`src/rtl/hacd_pkg.sv`:
```
// Shared HAWK metadata-read types: AR payload struct, requester ids and arbiter state encoding.
package hacd_pkg;

   localparam int unsigned HACD_AXI4_ADDR_WIDTH = 64;
   localparam int unsigned HACD_AXI4_DATA_WIDTH = 512;

   localparam int unsigned HAWK_RD_REQ_PGRD   = 0;
   localparam int unsigned HAWK_RD_REQ_CMPRSN = 1;

   typedef struct packed {
      logic [HACD_AXI4_ADDR_WIDTH-1:0] addr;
      logic [7:0]                      arlen;
   } axi_rd_pld_t;

   typedef enum logic {
      ARB_ST  = 1'b0,
      HOLD_ST = 1'b1
   } arb_state_e;

endpackage

```
`src/rtl/hawk_owner_fifo.sv`:
```
// Owner FIFO recording which requester owns each in-flight read burst, in AR issue order.
module hawk_owner_fifo #(
   parameter int unsigned DEPTH = 4,
   parameter int unsigned WIDTH = 1
) (
   input  logic                     clk,
   input  logic                     rst,
   input  logic                     push,
   input  logic [WIDTH-1:0]         push_data,
   input  logic                     pop,
   output logic [WIDTH-1:0]         pop_data,
   output logic                     full,
   output logic                     empty,
   output logic [$clog2(DEPTH):0]   count
);
   localparam int unsigned PTR_W = $clog2(DEPTH);
   localparam int unsigned CNT_W = PTR_W + 1;

   logic [WIDTH-1:0] mem_q [DEPTH];
   logic [WIDTH-1:0] mem_d [DEPTH];
   logic [PTR_W-1:0] wr_ptr_q, wr_ptr_d;
   logic [PTR_W-1:0] rd_ptr_q, rd_ptr_d;
   logic [CNT_W-1:0] cnt_q, cnt_d;
   logic             push_ok, pop_ok;

   assign full     = (cnt_q == CNT_W'(DEPTH));
   assign empty    = (cnt_q == '0);
   assign count    = cnt_q;
   assign pop_data = mem_q[rd_ptr_q];
   assign push_ok  = push & ~full;
   assign pop_ok   = pop & ~empty;

   always_comb begin
      mem_d    = mem_q;
      wr_ptr_d = wr_ptr_q;
      rd_ptr_d = rd_ptr_q;
      cnt_d    = cnt_q;
      if (push_ok) begin
         mem_d[wr_ptr_q] = push_data;
         wr_ptr_d        = wr_ptr_q + PTR_W'(1);
      end
      if (pop_ok) begin
         rd_ptr_d = rd_ptr_q + PTR_W'(1);
      end
      case ({push_ok, pop_ok})
         2'b10:   cnt_d = cnt_q + CNT_W'(1);
         2'b01:   cnt_d = cnt_q - CNT_W'(1);
         default: cnt_d = cnt_q;
      endcase
   end

   always_ff @(posedge clk or posedge rst) begin
      if (rst) begin
         for (int i = 0; i < int'(DEPTH); i++) mem_q[i] <= '0;
         wr_ptr_q <= '0;
         rd_ptr_q <= '0;
         cnt_q    <= '0;
      end else begin
         mem_q    <= mem_d;
         wr_ptr_q <= wr_ptr_d;
         rd_ptr_q <= rd_ptr_d;
         cnt_q    <= cnt_d;
      end
   end

endmodule

```
`src/rtl/hawk_axird_arb.sv`:
```
// Round-robin arbiter sharing the HAWK metadata AXI4 read channel; R beats are routed in order
// to the requester recorded at the head of the owner FIFO.
module hawk_axird_arb
   import hacd_pkg::*;
#(
   parameter int unsigned NUM_REQ    = 2,
   parameter int unsigned MAX_OUTSTD = 4,
   parameter int unsigned ADDR_W     = HACD_AXI4_ADDR_WIDTH,
   parameter int unsigned DATA_W     = HACD_AXI4_DATA_WIDTH
) (
   input  logic                           clk,
   input  logic                           rst,
   input  logic [NUM_REQ-1:0]             s_arvalid,
   output logic [NUM_REQ-1:0]             s_arready,
   input  logic [NUM_REQ*ADDR_W-1:0]      s_araddr,
   input  logic [NUM_REQ*8-1:0]           s_arlen,
   output logic [NUM_REQ-1:0]             s_rvalid,
   input  logic [NUM_REQ-1:0]             s_rready,
   output logic [DATA_W-1:0]              s_rdata,
   output logic [1:0]                     s_rresp,
   output logic                           s_rlast,
   output logic                           m_arvalid,
   input  logic                           m_arready,
   output logic [ADDR_W-1:0]              m_araddr,
   output logic [7:0]                     m_arlen,
   input  logic                           m_rvalid,
   output logic                           m_rready,
   input  logic [DATA_W-1:0]              m_rdata,
   input  logic [1:0]                     m_rresp,
   input  logic                           m_rlast,
   output logic [$clog2(MAX_OUTSTD):0]    outstd_cnt,
   output logic                           err_unexp_r
);
   localparam int unsigned ID_W = $clog2(NUM_REQ);

   arb_state_e       state_q, state_d;
   logic [ID_W-1:0]  grant_q, grant_d;
   logic [ID_W-1:0]  rr_q, rr_d;
   logic             err_q, err_d;
   logic [ID_W-1:0]  pick_id, cand, ar_id, head_id;
   logic             pick_vld, ar_hs, r_pop, fifo_full, fifo_empty;
   axi_rd_pld_t      pld [NUM_REQ];

   always_comb begin
      for (int i = 0; i < int'(NUM_REQ); i++) begin
         pld[i].addr  = HACD_AXI4_ADDR_WIDTH'(s_araddr[i*ADDR_W +: ADDR_W]);
         pld[i].arlen = s_arlen[i*8 +: 8];
      end
   end

   // First valid requester at or after the rr pointer; descending scan so the nearest wins.
   always_comb begin
      pick_vld = 1'b0;
      pick_id  = rr_q;
      cand     = rr_q;
      for (int k = int'(NUM_REQ) - 1; k >= 0; k--) begin
         cand = ID_W'((32'(rr_q) + 32'(k)) % NUM_REQ);
         if (s_arvalid[cand]) begin
            pick_vld = 1'b1;
            pick_id  = cand;
         end
      end
   end

   // FSM state register
   always_ff @(posedge clk or posedge rst) begin
      if (rst) begin
         state_q <= ARB_ST;
         grant_q <= '0;
      end else begin
         state_q <= state_d;
         grant_q <= grant_d;
      end
   end

   // FSM next state
   always_comb begin
      state_d = state_q;
      grant_d = grant_q;
      case (state_q)
         ARB_ST: begin
            if (m_arvalid && !m_arready) begin
               state_d = HOLD_ST;
               grant_d = pick_id;
            end
         end
         HOLD_ST: begin
            if (m_arready) state_d = ARB_ST;
         end
         default: state_d = ARB_ST;
      endcase
   end

   // FSM outputs: AR is presented the same cycle the grant is chosen
   always_comb begin
      m_arvalid = 1'b0;
      ar_id     = pick_id;
      case (state_q)
         ARB_ST:  m_arvalid = pick_vld & ~fifo_full;
         HOLD_ST: begin
            m_arvalid = 1'b1;
            ar_id     = grant_q;
         end
         default: m_arvalid = 1'b0;
      endcase
      ar_hs     = m_arvalid & m_arready;
      s_arready = '0;
      if (ar_hs) s_arready[ar_id] = 1'b1;
      m_araddr  = ADDR_W'(pld[ar_id].addr);
      m_arlen   = pld[ar_id].arlen;
   end

   always_comb begin
      rr_d = rr_q;
      if (ar_hs) rr_d = (32'(ar_id) == NUM_REQ - 1) ? '0 : ar_id + ID_W'(1);
   end

   // R routing; beats with no owner are drained and flagged
   always_comb begin
      s_rvalid = '0;
      m_rready = 1'b0;
      if (fifo_empty) begin
         m_rready = m_rvalid;
      end else begin
         s_rvalid[head_id] = m_rvalid;
         m_rready          = s_rready[head_id];
      end
      r_pop = m_rvalid & m_rready & m_rlast & ~fifo_empty;
      err_d = err_q | (m_rvalid & fifo_empty);
   end

   always_ff @(posedge clk or posedge rst) begin
      if (rst) begin
         rr_q  <= '0;
         err_q <= 1'b0;
      end else begin
         rr_q  <= rr_d;
         err_q <= err_d;
      end
   end

   assign s_rdata     = m_rdata;
   assign s_rresp     = m_rresp;
   assign s_rlast     = m_rlast;
   assign err_unexp_r = err_q;

   hawk_owner_fifo #(
      .DEPTH (MAX_OUTSTD),
      .WIDTH (ID_W)
   ) u_owner_fifo (
      .clk       (clk),
      .rst       (rst),
      .push      (ar_hs),
      .push_data (ar_id),
      .pop       (r_pop),
      .pop_data  (head_id),
      .full      (fifo_full),
      .empty     (fifo_empty),
      .count     (outstd_cnt)
   );

endmodule

```
`config.mk`:
```
export PLATFORM = sky130hd
export DESIGN_NAME = hawk_axird_arb
export DESIGN_NICKNAME = d
export VERILOG_FILES = /design/src/rtl/hacd_pkg.sv /design/src/rtl/hawk_owner_fifo.sv /design/src/rtl/hawk_axird_arb.sv
export SDC_FILE = /design/constraint.sdc
export NUM_CORES = 1
export LEC_CHECK = 0
export ABC_CLOCK_PERIOD_IN_PS = 2750
export CAP_MARGIN = 0
export CORE_AREA = 2 2 498 500
export DETAILED_ROUTE_END_ITERATION = 16
export DIE_AREA = 0 0 500 502
export GPL_TIMING_DRIVEN = 0
export PLACE_DENSITY_LB_ADDON = 0.3
export SYNTH_ARGS = -nofsm -noshare
export SYNTH_HDL_FRONTEND = slang
export SYNTH_SLANG_ARGS = --single-unit
```
`constraint.sdc`:
```
create_clock -name clk -period 2.75 [get_ports clk]
set_clock_uncertainty 0.15 [all_clocks]
set_input_delay 0.55 -clock clk [delete_from_list [all_inputs] [get_ports clk]]
set_output_delay 0.55 -clock clk [all_outputs]
set_load 0.02 [all_outputs]
```
==> impl_metrics.csv, run 1 <==
group,metric,value,unit
run_status,run_status,"finished with violations",
run_status,violations,"negative setup slack",
floorplanning,die_area,0.2510,sq mm
synthesis,synth_seq_area_share,6.748,%
power_and_ir_drop,p_leak,7.068,nW
final_layout,final_layout_size_suffix_gt1_share,50.41,%
critical_path,timing.critical_path.cells,"mux4_2, mux2i_4, buf_6, nor3b_4, ha_2, inv_2, fa_2, xor2_1, nor2_1, xor2_1",
floorplanning,floorplan.io_pins,1264,
route,routed_wl_per_cell,35.80,microns
route,finalWirelength,170200,microns
timing,final_period_minus_worst_setup_slack,2.999,ns
final_layout,multi_input_comb_area,0.001520,sq mm
synthesis,synth-main-ff-cell,"dfrtp_1",
synthesis,synth_cell_type_count,28,
final_layout,final-seq-area,375.4,sq um
cts,cts_tree,"done",
critical_path,worst-r2r-setup-slack,-0.25,ns
timing,finalHoldWorstSlack,0.3331,ns
synthesis,yosys_warnings,0,
synthesis,synthesized_instance_count,671,
floorplanning,core_area,0.2453,sq mm
final_layout,final_cells,4754,
cts,clock_insertion_delay_worst_skew,0.25,ns
critical_path,crit_top_cell,"xor2_1",
run,timing.max_cap.violations,0,
timing,setup_ws,-0.2491,ns
cts,cts.htree.levels,1,
timing,rsz0062_at_grt,"yes",
critical_path,cp-end-kind,"register",
global_routing,first_pass_grt_wire_length,186500,microns
power_and_ir_drop,power_density,466.1,mW/mm^2
placement,globalplace.congestion,1.058,
timing,fin_crit_sh,109.1,%
min_path,worst_min_delay_path_category,"register to register",
critical_path,crit_slowest_cell,"mux4_2",
timing,worst-slew-pin-transition,0.7487,ns
placement,place.detailed.instances,4640,
synthesis,postSynthNetCount,1344,
critical_path,critPathRequiredTime,2.77,ns
critical_path,max_stage_delay,0.68,ns
global_routing,grt_antenna_before_repair,182,
cts,cts_root_buf,"clkbuf_16",
global_routing,globalRoute.totalOverflow,0,
timing,maxSlewHeadroom,49.93,%
synthesis,synth.ff_latch_count,15,
timing,hold_violations,0,
floorplanning,die_height,502,microns
synthesis,post_synth_instance_area,0.005563,sq mm
route,viasPerCell,1.765,
power_and_ir_drop,irDropWorstVdd,0.2292,mV
route,drt_pre_antenna_iters,4,
floorplanning,row_cnt,182,
floorplanning,initial_core_util,2.268,%
timing,report.final.slew_viol_count,0,
route,detail_route.drc_violations,0,
placement,post-place-ws,-1.955,ns
final_layout,nets,2148,
placement,io_buffer_count,749,
cts,cts_buf_count,3,
route,vias,8392,
critical_path,critical_path.max_fanout,2,
cts,clock-sinks,15,
critical_path,worst_ep_arrival_time,3.02,ns
cts,clkTransAtPathRegs,0.05,ns
floorplanning,die-width,500,microns
global_routing,grt_pass1_vias,8576,
timing,fmax,0.3334,GHz
synthesis,synth_area_per_cell,8.290,sq um
critical_path,setup.worst_path.start_class,"register",
placement,dp_wirelength,163600,microns
final_layout,layout.filler_cells,28592,
route,ant_nets,0,
cts,cts_buffer_depth,2,
timing,finalSetupViolCount,75,
route,detailedRoute.firstIterationViolations,331,
cts,cts.hold.buffers_added,0,
final_layout,syn_to_final_growth,234.9,%
critical_path,setup.worst_path.class,"register to register",
synthesis,synth_edf_count,0,
synthesis,async_reset_ff_share,100.0,%
final_layout,util_after_layout,7.596,%
final_layout,highest_count_cells_in_the_layout_ignoring_fill_and_taps,"clkdlybuf4s50_1, buf_4, buf_6",
final_layout,final_common_cell,"clkdlybuf4s50_1",
global_routing,grt_start_max_net_pins,16,
global_routing,global_route.usage.total,12.89,%
[final cells by class]
cell class,count,area share [%]
Antenna cell,60,0.8059
Buffer,519,21.10
Clock buffer,3,0.4030
Clock inverter,1,0.04030
Inverter,11,0.2216
Multi-Input combinational cell,121,8.160
Sequential cell,15,2.015
Tap cell,3220,21.63
Timing Repair Buffer,804,45.63
[layer usage]
layer	track usage, %	part of all wire, %
met3	12.61	21
met5	0.01929	0.28
met1	11.75	31
met4	1.746	2.1
met2	20.94	45
[cell families after synthesis]
family                     Yosys count  share of synthesized area, %
AOI/OAI and AO/OA                   12                         1.214
buffers and inverters              535                         71.55
xor gates and xnor gates             6                        0.9447
muxes                               78                         16.15
adders and majority gates            7                         1.687
DFF                                 15                         6.748
and+or+nand+nor                     18                         1.710
[critical path: cells and delay by family (launching register included)]
family / cells / cell delay, ns
adders and majority gates: 2 / 0.54
buffers and inverters: 2 / 0.21
and+or+nand+nor: 2 / 0.32
xor gates and xnor gates: 2 / 0.30
muxes: 2 / 0.99
DFF: 1 / 0.38
[cells in the mapped netlist (2+ instances only)]
| master | count | area share, % |
|---|---|---|
| buf_4 | 521 | 70 |
| mux2_2 | 71 | 14 |
| dfrtp_1 | 15 | 6.7 |
| inv_1 | 11 | 0.74 |
| ha_1 | 5 | 1.1 |
| nor2_1 | 5 | 0.34 |
| a21oi_1 | 4 | 0.36 |
| a31oi_1 | 4 | 0.45 |
| nand2_1 | 4 | 0.27 |
| xor2_1 | 4 | 0.63 |
| mux2_1 | 3 | 0.61 |
| o21ai_0 | 3 | 0.27 |
| buf_6 | 2 | 0.40 |
| mux2i_1 | 2 | 0.36 |
| nand2b_1 | 2 | 0.22 |
| nor3_1 | 2 | 0.18 |
| xnor2_1 | 2 | 0.31 |
[through the flow]
stage,area (sq um),TNS [ns],power [W]
floorplan,5563,0,0.003006
global placement,17090,-128.87,0.006732
detailed placement,17090,-127.10,0.006728
CTS,18350,-15.57,0.008859
global route,18510,-15.92,0.009165
finish,18630,-10.60,0.008684
[where the power goes]
group	internal, W	switching [W]
combinational	0.00387	0.00408
clock	0.000196	0.0000997
sequential	0.000331	0.000100
total	0.00440	0.00428
[state kept, by name (all words and copies together) (netlist names)]
signal,count
err_unexp_r,1
u_owner_fifo.mem_q,4
state_q,1
u_owner_fifo.count,3
grant_q,1
u_owner_fifo.wr_ptr_q,2
u_owner_fifo.rd_ptr_q,2
rr_q,1
[path summary, 6_finish.rpt]
check                                                startpoint                                 to  cells past startpoint
min in group asynchronous                                   rst              err_unexp_r$_DFF_PP0_                      2
min                                       err_unexp_r$_DFF_PP0_              err_unexp_r$_DFF_PP0_                      1
min reg2reg                               err_unexp_r$_DFF_PP0_              err_unexp_r$_DFF_PP0_                      1
max in group asynchronous                                   rst  u_owner_fifo.mem_q[3]$_DFFE_PP0P_                      2
max                        u_owner_fifo.rd_ptr_q[0]$_DFFE_PP0P_  u_owner_fifo.count[2]$_DFFE_PP0P_                     10
max reg2reg                u_owner_fifo.rd_ptr_q[0]$_DFFE_PP0P_  u_owner_fifo.count[2]$_DFFE_PP0P_                     10
[timing repair]
action / CTS / global route
buffers inserted: 39 / 19
resized for setup: 644 / 78
setup endpoints to repair: 87 / 78
gates cloned: 6 / 0
pin swaps: 2 / 1
(Power assumes the default switching activity.)
==> run 2: changes to the inputs <==
--- a/config.mk
+++ b/config.mk
@@ -5,11 +5,12 @@
 export SDC_FILE = /design/constraint.sdc
 export NUM_CORES = 1
 export LEC_CHECK = 0
+export ABC_AREA = 1
 export ABC_CLOCK_PERIOD_IN_PS = 2750
 export CAP_MARGIN = 0
-export CORE_AREA = 2 2 498 500
+export CORE_AREA = 2 2 496 498
 export DETAILED_ROUTE_END_ITERATION = 16
-export DIE_AREA = 0 0 500 502
+export DIE_AREA = 0 0 498 500
 export GPL_TIMING_DRIVEN = 0
 export PLACE_DENSITY_LB_ADDON = 0.3
 export SYNTH_ARGS = -nofsm -noshare
==> impl_metrics.csv, run 2 <==
group,metric,value,unit
cts,cts_root_buf,"clkbuf_16",
final_layout,final-seq-area,375.4,sq um
timing,finalSetupViolCount,0,
critical_path,critPathRequiredTime,2.05,ns
synthesis,yosys.area.top_type,"buf_4",
global_routing,globalRoute.totalOverflow,0,
min_path,worst_min_delay_path_category,"register to register",
placement,placedInstanceArea,0.01740,sq mm
floorplanning,core_area,0.2443,sq mm
critical_path,cp-end-kind,"output port",
critical_path,critical_path.max_fanout,10,
power_and_ir_drop,clockPowerShare,3.7,%
route,routed_wl_per_cell,35.28,microns
global_routing,first_pass_grt_wire_length,190800,microns
timing,rsz0062_at_grt,"yes",
floorplanning,initial_core_util,2.402,%
final_layout,final_common_cell,"clkdlybuf4s50_1",
floorplanning,die_height,500,microns
synthesis,post-synth-top-count-cell,"buf_4",
synthesis,synth_area_per_cell,6.754,sq um
synthesis,async_reset_ff_share,100.0,%
power_and_ir_drop,p_leak,6.908,nW
cts,cts.htree.levels,1,
route,detail_route.drc_violations,0,
route,finalWirelength,172100,microns
timing,maxSlewHeadroom,46.21,%
floorplanning,floorplan.io_pins,1264,
power_and_ir_drop,p_sw_share,59.45,%
placement,globalplace.congestion,0.9782,
cts,cts_tree,"done",
synthesis,postSynthNetCount,1542,
final_layout,final_layout_size_suffix_gt1_share,42.08,%
timing,fin_tns_setup,0,ns
power_and_ir_drop,share_seq_of_total_power,5.1,%
global_routing,grt_antenna_before_repair,255,
cts,clock_insertion_delay_worst_skew,0.25,ns
global_routing,grt_start_max_net_pins,16,
synthesis,synth_cell_type_count,25,
synthesis,synth_fa_ha_area_share,1.407,%
timing,worst-slew-pin-transition,0.8044,ns
synthesis,synthXorXnorAreaFrac,0.5969,%
route,ant_nets,0,
power_and_ir_drop,power_switching,0.004638,W
power_and_ir_drop,irDropWorstVdd,0.2344,mV
final_layout,largest_register_ffs,4,
final_layout,finalInstanceArea,0.01793,sq mm
placement,io_buffer_count,749,
cts,clock-sinks,15,
global_routing,global_route.usage.total,13.19,%
synthesis,yosys.area.top_type_share,66.38,%
timing,report.final.slew_viol_count,0,
critical_path,setup.worst_path.class,"input port to output port",
final_layout,multi_input_comb_area,0.001687,sq mm
power_and_ir_drop,combPwrFrac,91.1,%
timing,final_period_minus_worst_setup_slack,2.714,ns
synthesis,yosys_warnings,0,
synthesis,synth.ff_latch_count,15,
final_layout,syn_to_final_growth,205.4,%
placement,post-place-ws,-1.564,ns
timing,setup_ws,0.03586,ns
floorplanning,row_cnt,182,
critical_path,worst_ep_arrival_time,2.01,ns
power_and_ir_drop,intPower,0.003163,W
final_layout,top_register,"u_owner_fifo.mem_q",
synthesis,synth_edf_count,0,
route,detailedRoute.firstIterationViolations,305,
synthesis,post_synth_instance_area,0.005869,sq mm
synthesis,synth_seq_area_share,6.395,%
placement,dp_wirelength,168100,microns
power_and_ir_drop,power_density,435.1,mW/mm^2
floorplanning,die_area,0.2490,sq mm
cts,cts_buf_count,3,
final_layout,util_after_layout,7.337,%
synthesis,synth-compound-area-share,1.897,%
route,viasPerCell,1.959,
cts,cts_buffer_depth,2,
final_layout,highest_count_cells_in_the_layout_ignoring_fill_and_taps,"clkdlybuf4s50_1, buf_4, nand2_1",
run,timing.max_cap.violations,0,
synthesis,synth_mux_area_share,0,%
global_routing,grt_pass1_vias,9401,
timing,hold_violations,0,
synthesis,post_synth_most_frequent_cells,"buf_4, nand2_1, nand3_1",
critical_path,setup.worst_path.start_class,"input port",
final_layout,nets,2302,
synthesis,synthesized_instance_count,869,
timing,fin_crit_sh,98.70,%
timing,fmax,0.3684,GHz
run_status,run_status,"completed",
synthesis,dominant_combinational_cell_family_by_area_after_synthesis,"buffers and inverters",
floorplanning,die-width,498,microns
cts,clkTransAtPathRegs,0.05,ns
route,drt_pre_antenna_iters,4,
synthesis,synth-main-ff-cell,"dfrtp_1",
synthesis,synthTopCellsByArea,"buf_4, nand2_1, nand3_1",
synthesis,synthSimpleGateAreaFrac,19.61,%
route,vias,9556,
final_layout,layout.filler_cells,28682,
[run 2: metrics by stage]
| step | cells | power, W | hold slack [ns] |
|---|---|---|---|
| floorplan | 869 | 0.003235 | 0.3015 |
| global placement | 4838 | 0.007447 | 0.3181 |
| detailed placement | 4838 | 0.007481 | 0.3234 |
| CTS | 4848 | 0.008074 | 0.3381 |
| global route | 4866 | 0.008296 | 0.3459 |
| finish | 4878 | 0.007801 | 0.3410 |
[run 2: kinds of logic (layout without fill, tap and decap cells)]
kind of cell	after synthesis	after routing
buffers and inverters	562	1321
AND/OR/NAND/NOR	263	263
AO/OA/AOI/OAI	19	19
flip-flops	15	15
adder cells (fa/ha/maj)	6	6
XOR/XNOR	4	4
other	0	30
[run 2: what timing repair did]
action | CTS | global route
setup buffers | 6 | 1
endpoints found under the setup margin | 79 | 33
hold buffers | 0 | 0
gates resized for setup | 454 | 22
cloned | 1 | 0
pin swaps | 5 | 3
[run 2: power groups by stage]
| stage | Sequential, W | Combinational [W] | Clock [W] |
|---|---|---|---|
| final | 0.000400 | 0.00711 | 0.000291 |
| after CTS | 0.000398 | 0.00738 | 0.000293 |
| after global routing | 0.000411 | 0.00759 | 0.000299 |
| after global placement | 0.000397 | 0.00705 | 0 |
| after floorplan | 0.000419 | 0.00282 | 0 |
| after detailed placement | 0.000401 | 0.00708 | 0 |
[run 2: area by class of cell]
class	instances	share of cell area (%)
Antenna cell	30	0.4188
Buffer	538	23.05
Clock buffer	3	0.4188
Clock inverter	1	0.02792
Inverter	22	0.4606
Multi-Input combinational cell	292	9.408
Sequential cell	15	2.094
Tap cell	3220	22.47
Timing Repair Buffer	757	41.65
[run 2: path summary, 6_finish.rpt]
kind	slack [ns]	from	depth (start not counted)	endpoint
hold / removal	0.34	err_unexp_r$_DFF_PP0_	1	err_unexp_r$_DFF_PP0_
hold reg to reg	0.34	err_unexp_r$_DFF_PP0_	1	err_unexp_r$_DFF_PP0_
min in group asynchronous	0.56	rst	2	rr_q$_DFFE_PP0N_
setup reg to reg	0.32	u_owner_fifo.count[0]$_DFFE_PP0P_	12	u_owner_fifo.count[2]$_DFFE_PP0P_
max in group asynchronous	1.45	rst	2	err_unexp_r$_DFF_PP0_
setup / recovery	0.04	s_arvalid[1]	10	m_araddr[31]
[run 2: metal layers]
metal	GRT usage (%)	wire, microns
met1	11.41	50980
met2	22.83	81180
met3	11.47	33290
met4	2.735	5836
met5	0.1544	802
[run 2: critical path, cell delays in order]
cell and delay, ns:
buf_4 0.12, inv_2 0.06, o21ai_4 0.18, o211ai_4 0.14, nand2_8 0.18, buf_12 0.19
buf_12 0.16, nand2_2 0.05, nand2_1 0.07, buf_4 0.23
==> run 3: changes to the inputs <==
--- a/config.mk
+++ b/config.mk
@@ -8,9 +8,10 @@
 export ABC_AREA = 1
 export ABC_CLOCK_PERIOD_IN_PS = 2750
 export CAP_MARGIN = 0
-export CORE_AREA = 2 2 496 498
+export CORE_AREA = 2 2 494 496
 export DETAILED_ROUTE_END_ITERATION = 16
-export DIE_AREA = 0 0 498 500
+export DIE_AREA = 0 0 496 498
+export DONT_BUFFER_PORTS = 1
 export GPL_TIMING_DRIVEN = 0
 export PLACE_DENSITY_LB_ADDON = 0.3
 export SYNTH_ARGS = -nofsm -noshare
==> impl_metrics.csv, run 3 (synthesis gave the netlist of run 2 again) <==
group,metric,value,unit
global_routing,met3_usage,11.03,%
critical_path,critPathRequiredTime,2.05,ns
global_routing,met1_usage,11.07,%
cts,cts_root_buf,"clkbuf_16",
cts,clock-sinks,15,
critical_path,critical_path.max_fanout,10,
critical_path,setup.worst_path.class,"register to output port",
run_status,run_status,"completed",
power_and_ir_drop,irDropWorstVdd,0.3912,mV
power_and_ir_drop,power_switching,0.004430,W
timing,final_period_minus_worst_setup_slack,2.695,ns
global_routing,gr-max-usage-layer,"met2",
floorplanning,floorplan.io_pins,1264,
power_and_ir_drop,p_leak,3.853,nW
cts,cts.htree.levels,1,
critical_path,r2r-start,"u_owner_fifo.count[0]$_DFFE_PP0P_",
power_and_ir_drop,combPwrFrac,87.3,%
min_path,worst_min_delay_path_category,"input port to async pin",
critical_path,r2r_cells,10,
cts,cts_buf_count,3,
final_layout,largest_register_ffs,4,
floorplanning,die_area,0.2470,sq mm
run,timing.max_cap.violations,0,
placement,dp_wirelength,157100,microns
critical_path,critPathTopFamily,"simple AND/OR/NAND/NOR gates",
route,detailedRoute.firstIterationViolations,363,
final_layout,nets,1548,
critical_path,worst_ep_arrival_time,1.99,ns
final_layout,highest_count_cells_in_the_layout_ignoring_fill_and_taps,"buf_4, nand2_1, nand3_1",
floorplanning,row_cnt,181,
route,finalWirelength,161100,microns
power_and_ir_drop,intPower,0.001779,W
global_routing,grt_pass1_vias,5934,
cts,clkTransAtPathRegs,0.07,ns
route,ant_nets,0,
route,detail_route.drc_violations,0,
final_layout,finalInstanceArea,0.01055,sq mm
cts,cts_tree,"done",
critical_path,timing.critical_path.cells,"nand2_1, buf_12, buf_4, nand3_1, nand2_2",
global_routing,grt_antenna_before_repair,210,
timing,finalSetupViolCount,0,
critical_path,setup.worst_path.start_class,"register",
power_and_ir_drop,clockPowerShare,5.2,%
timing,fin_crit_sh,97.98,%
timing,fmax,0.3711,GHz
final_layout,final_layout_size_suffix_gt1_share,73.23,%
timing,finalHoldWorstSlack,0.1999,ns
cts,cts_buffer_depth,2,
final_layout,syn_to_final_growth,79.73,%
power_and_ir_drop,power_density,588.6,mW/mm^2
final_layout,layout.filler_cells,28786,
critical_path,max_stage_delay,0.40,ns
global_routing,globalRoute.totalOverflow,0,
global_routing,global_route.usage.total,12.40,%
floorplanning,core_area,0.2419,sq mm
cts,cts.hold.buffers_added,0,
power_and_ir_drop,share_seq_of_total_power,7.5,%
global_routing,first_pass_grt_wire_length,172600,microns
floorplanning,initial_core_util,2.427,%
power_and_ir_drop,p_sw_share,71.34,%
placement,globalplace.congestion,0.9995,
route,vias,6447,
route,routed_wl_per_cell,39.30,microns
route,viasPerCell,1.572,
critical_path,critical_path_buf_inv_count,2,
floorplanning,die-width,496,microns
critical_path,timing.critical_path.from,"state_q$_DFF_PP0_",
global_routing,groute.layer.met2.usage,21.27,%
cts,clock_insertion_delay_worst_skew,0.27,ns
timing,maxSlewHeadroom,42.62,%
final_layout,final_common_cell,"buf_4",
timing,worst-slew-pin-transition,0.8598,ns
critical_path,worst-r2r-setup-slack,0.08,ns
timing,rsz0062_at_grt,"yes",
placement,io_buffer_count,0,
timing,hold_violations,0,
floorplanning,die_height,498,microns
critical_path,crit_slowest_cell,"dfrtp_1",
global_routing,grt_start_max_net_pins,16,
critical_path,cp-end-kind,"output port",
critical_path,regToRegEndpoint,"u_owner_fifo.count[2]$_DFFE_PP0P_",
placement,placedInstanceArea,0.009876,sq mm
route,drt_pre_antenna_iters,5,
final_layout,top_register,"u_owner_fifo.mem_q",
timing,report.final.slew_viol_count,0,
run 3: routing by layer:
layer	vias to the layer above	routed length (microns)
met3	390	31860
li1	2202	-
met5	-	662
met2	1172	75560
met1	2593	49140
met4	90	3919
run 3: power groups by stage:
stage	Sequential, W	Combinational (W)	Clock (W)
after global placement	0.000470	0.00526	0
final	0.000463	0.00542	0.000326
after CTS	0.000464	0.00563	0.000346
after floorplan	0.000419	0.00282	0
after global routing	0.000472	0.00582	0.000343
after detailed placement	0.000463	0.00523	0
run 3: metrics by stage:
step | std cells | setup WS (ns) | power, W | TNS, ns | utilization [%]
finish | 4100 | 0.05548 | 0.006209 | 0 | 4.361
global route | 4084 | -0.01319 | 0.006633 | -0.02322 | 4.345
CTS | 4076 | -0.01478 | 0.006438 | -0.02003 | 4.294
detailed placement | 4071 | -1.116 | 0.005693 | -26.55 | 4.083
global placement | 4071 | -1.124 | 0.005728 | -27.44 | 4.083
floorplan | 869 | 0.4032 | 0.003235 | 0 | -
run 3: what timing repair did:
| item | in CTS | in global routing |
|---|---|---|
| buffers inserted | 1 | 0 |
| resized for setup | 118 | 24 |
| pin swaps | 2 | 1 |
| endpoints found under the setup margin | 72 | 36 |
| cloned | 0 | 0 |
run 3: worst max-delay path by stage:
stage / end / slack [ns] / cells after the start
2_1_floorplan: u_owner_fifo.count[2]$_DFFE_PP0P_ / 0.40 / 12
3_3_place_gp: m_arlen[5] / -1.12 / 5
3_5_place_dp: m_arlen[5] / -1.12 / 5
4_1_cts: m_araddr[28] / -0.01 / 7
5_1_grt: u_owner_fifo.count[2]$_DFFE_PP0P_ / -0.01 / 10
6_report: m_araddr[38] / 0.06 / 5
run 3: area by class of cell:
cell class                      count  area, sq um  share of cell area (%)
Timing Repair Buffer                1        20.02                  0.1898
Clock inverter                      1        5.005                 0.04744
Antenna cell                       24        60.06                  0.5693
Buffer                            540         4108                   38.94
Clock buffer                        3        75.07                  0.7117
Multi-Input combinational cell    292         1813                   17.19
Sequential cell                    15        379.1                   3.594
Inverter                           22        82.58                  0.7828
Tap cell                         3202         4006                   37.98
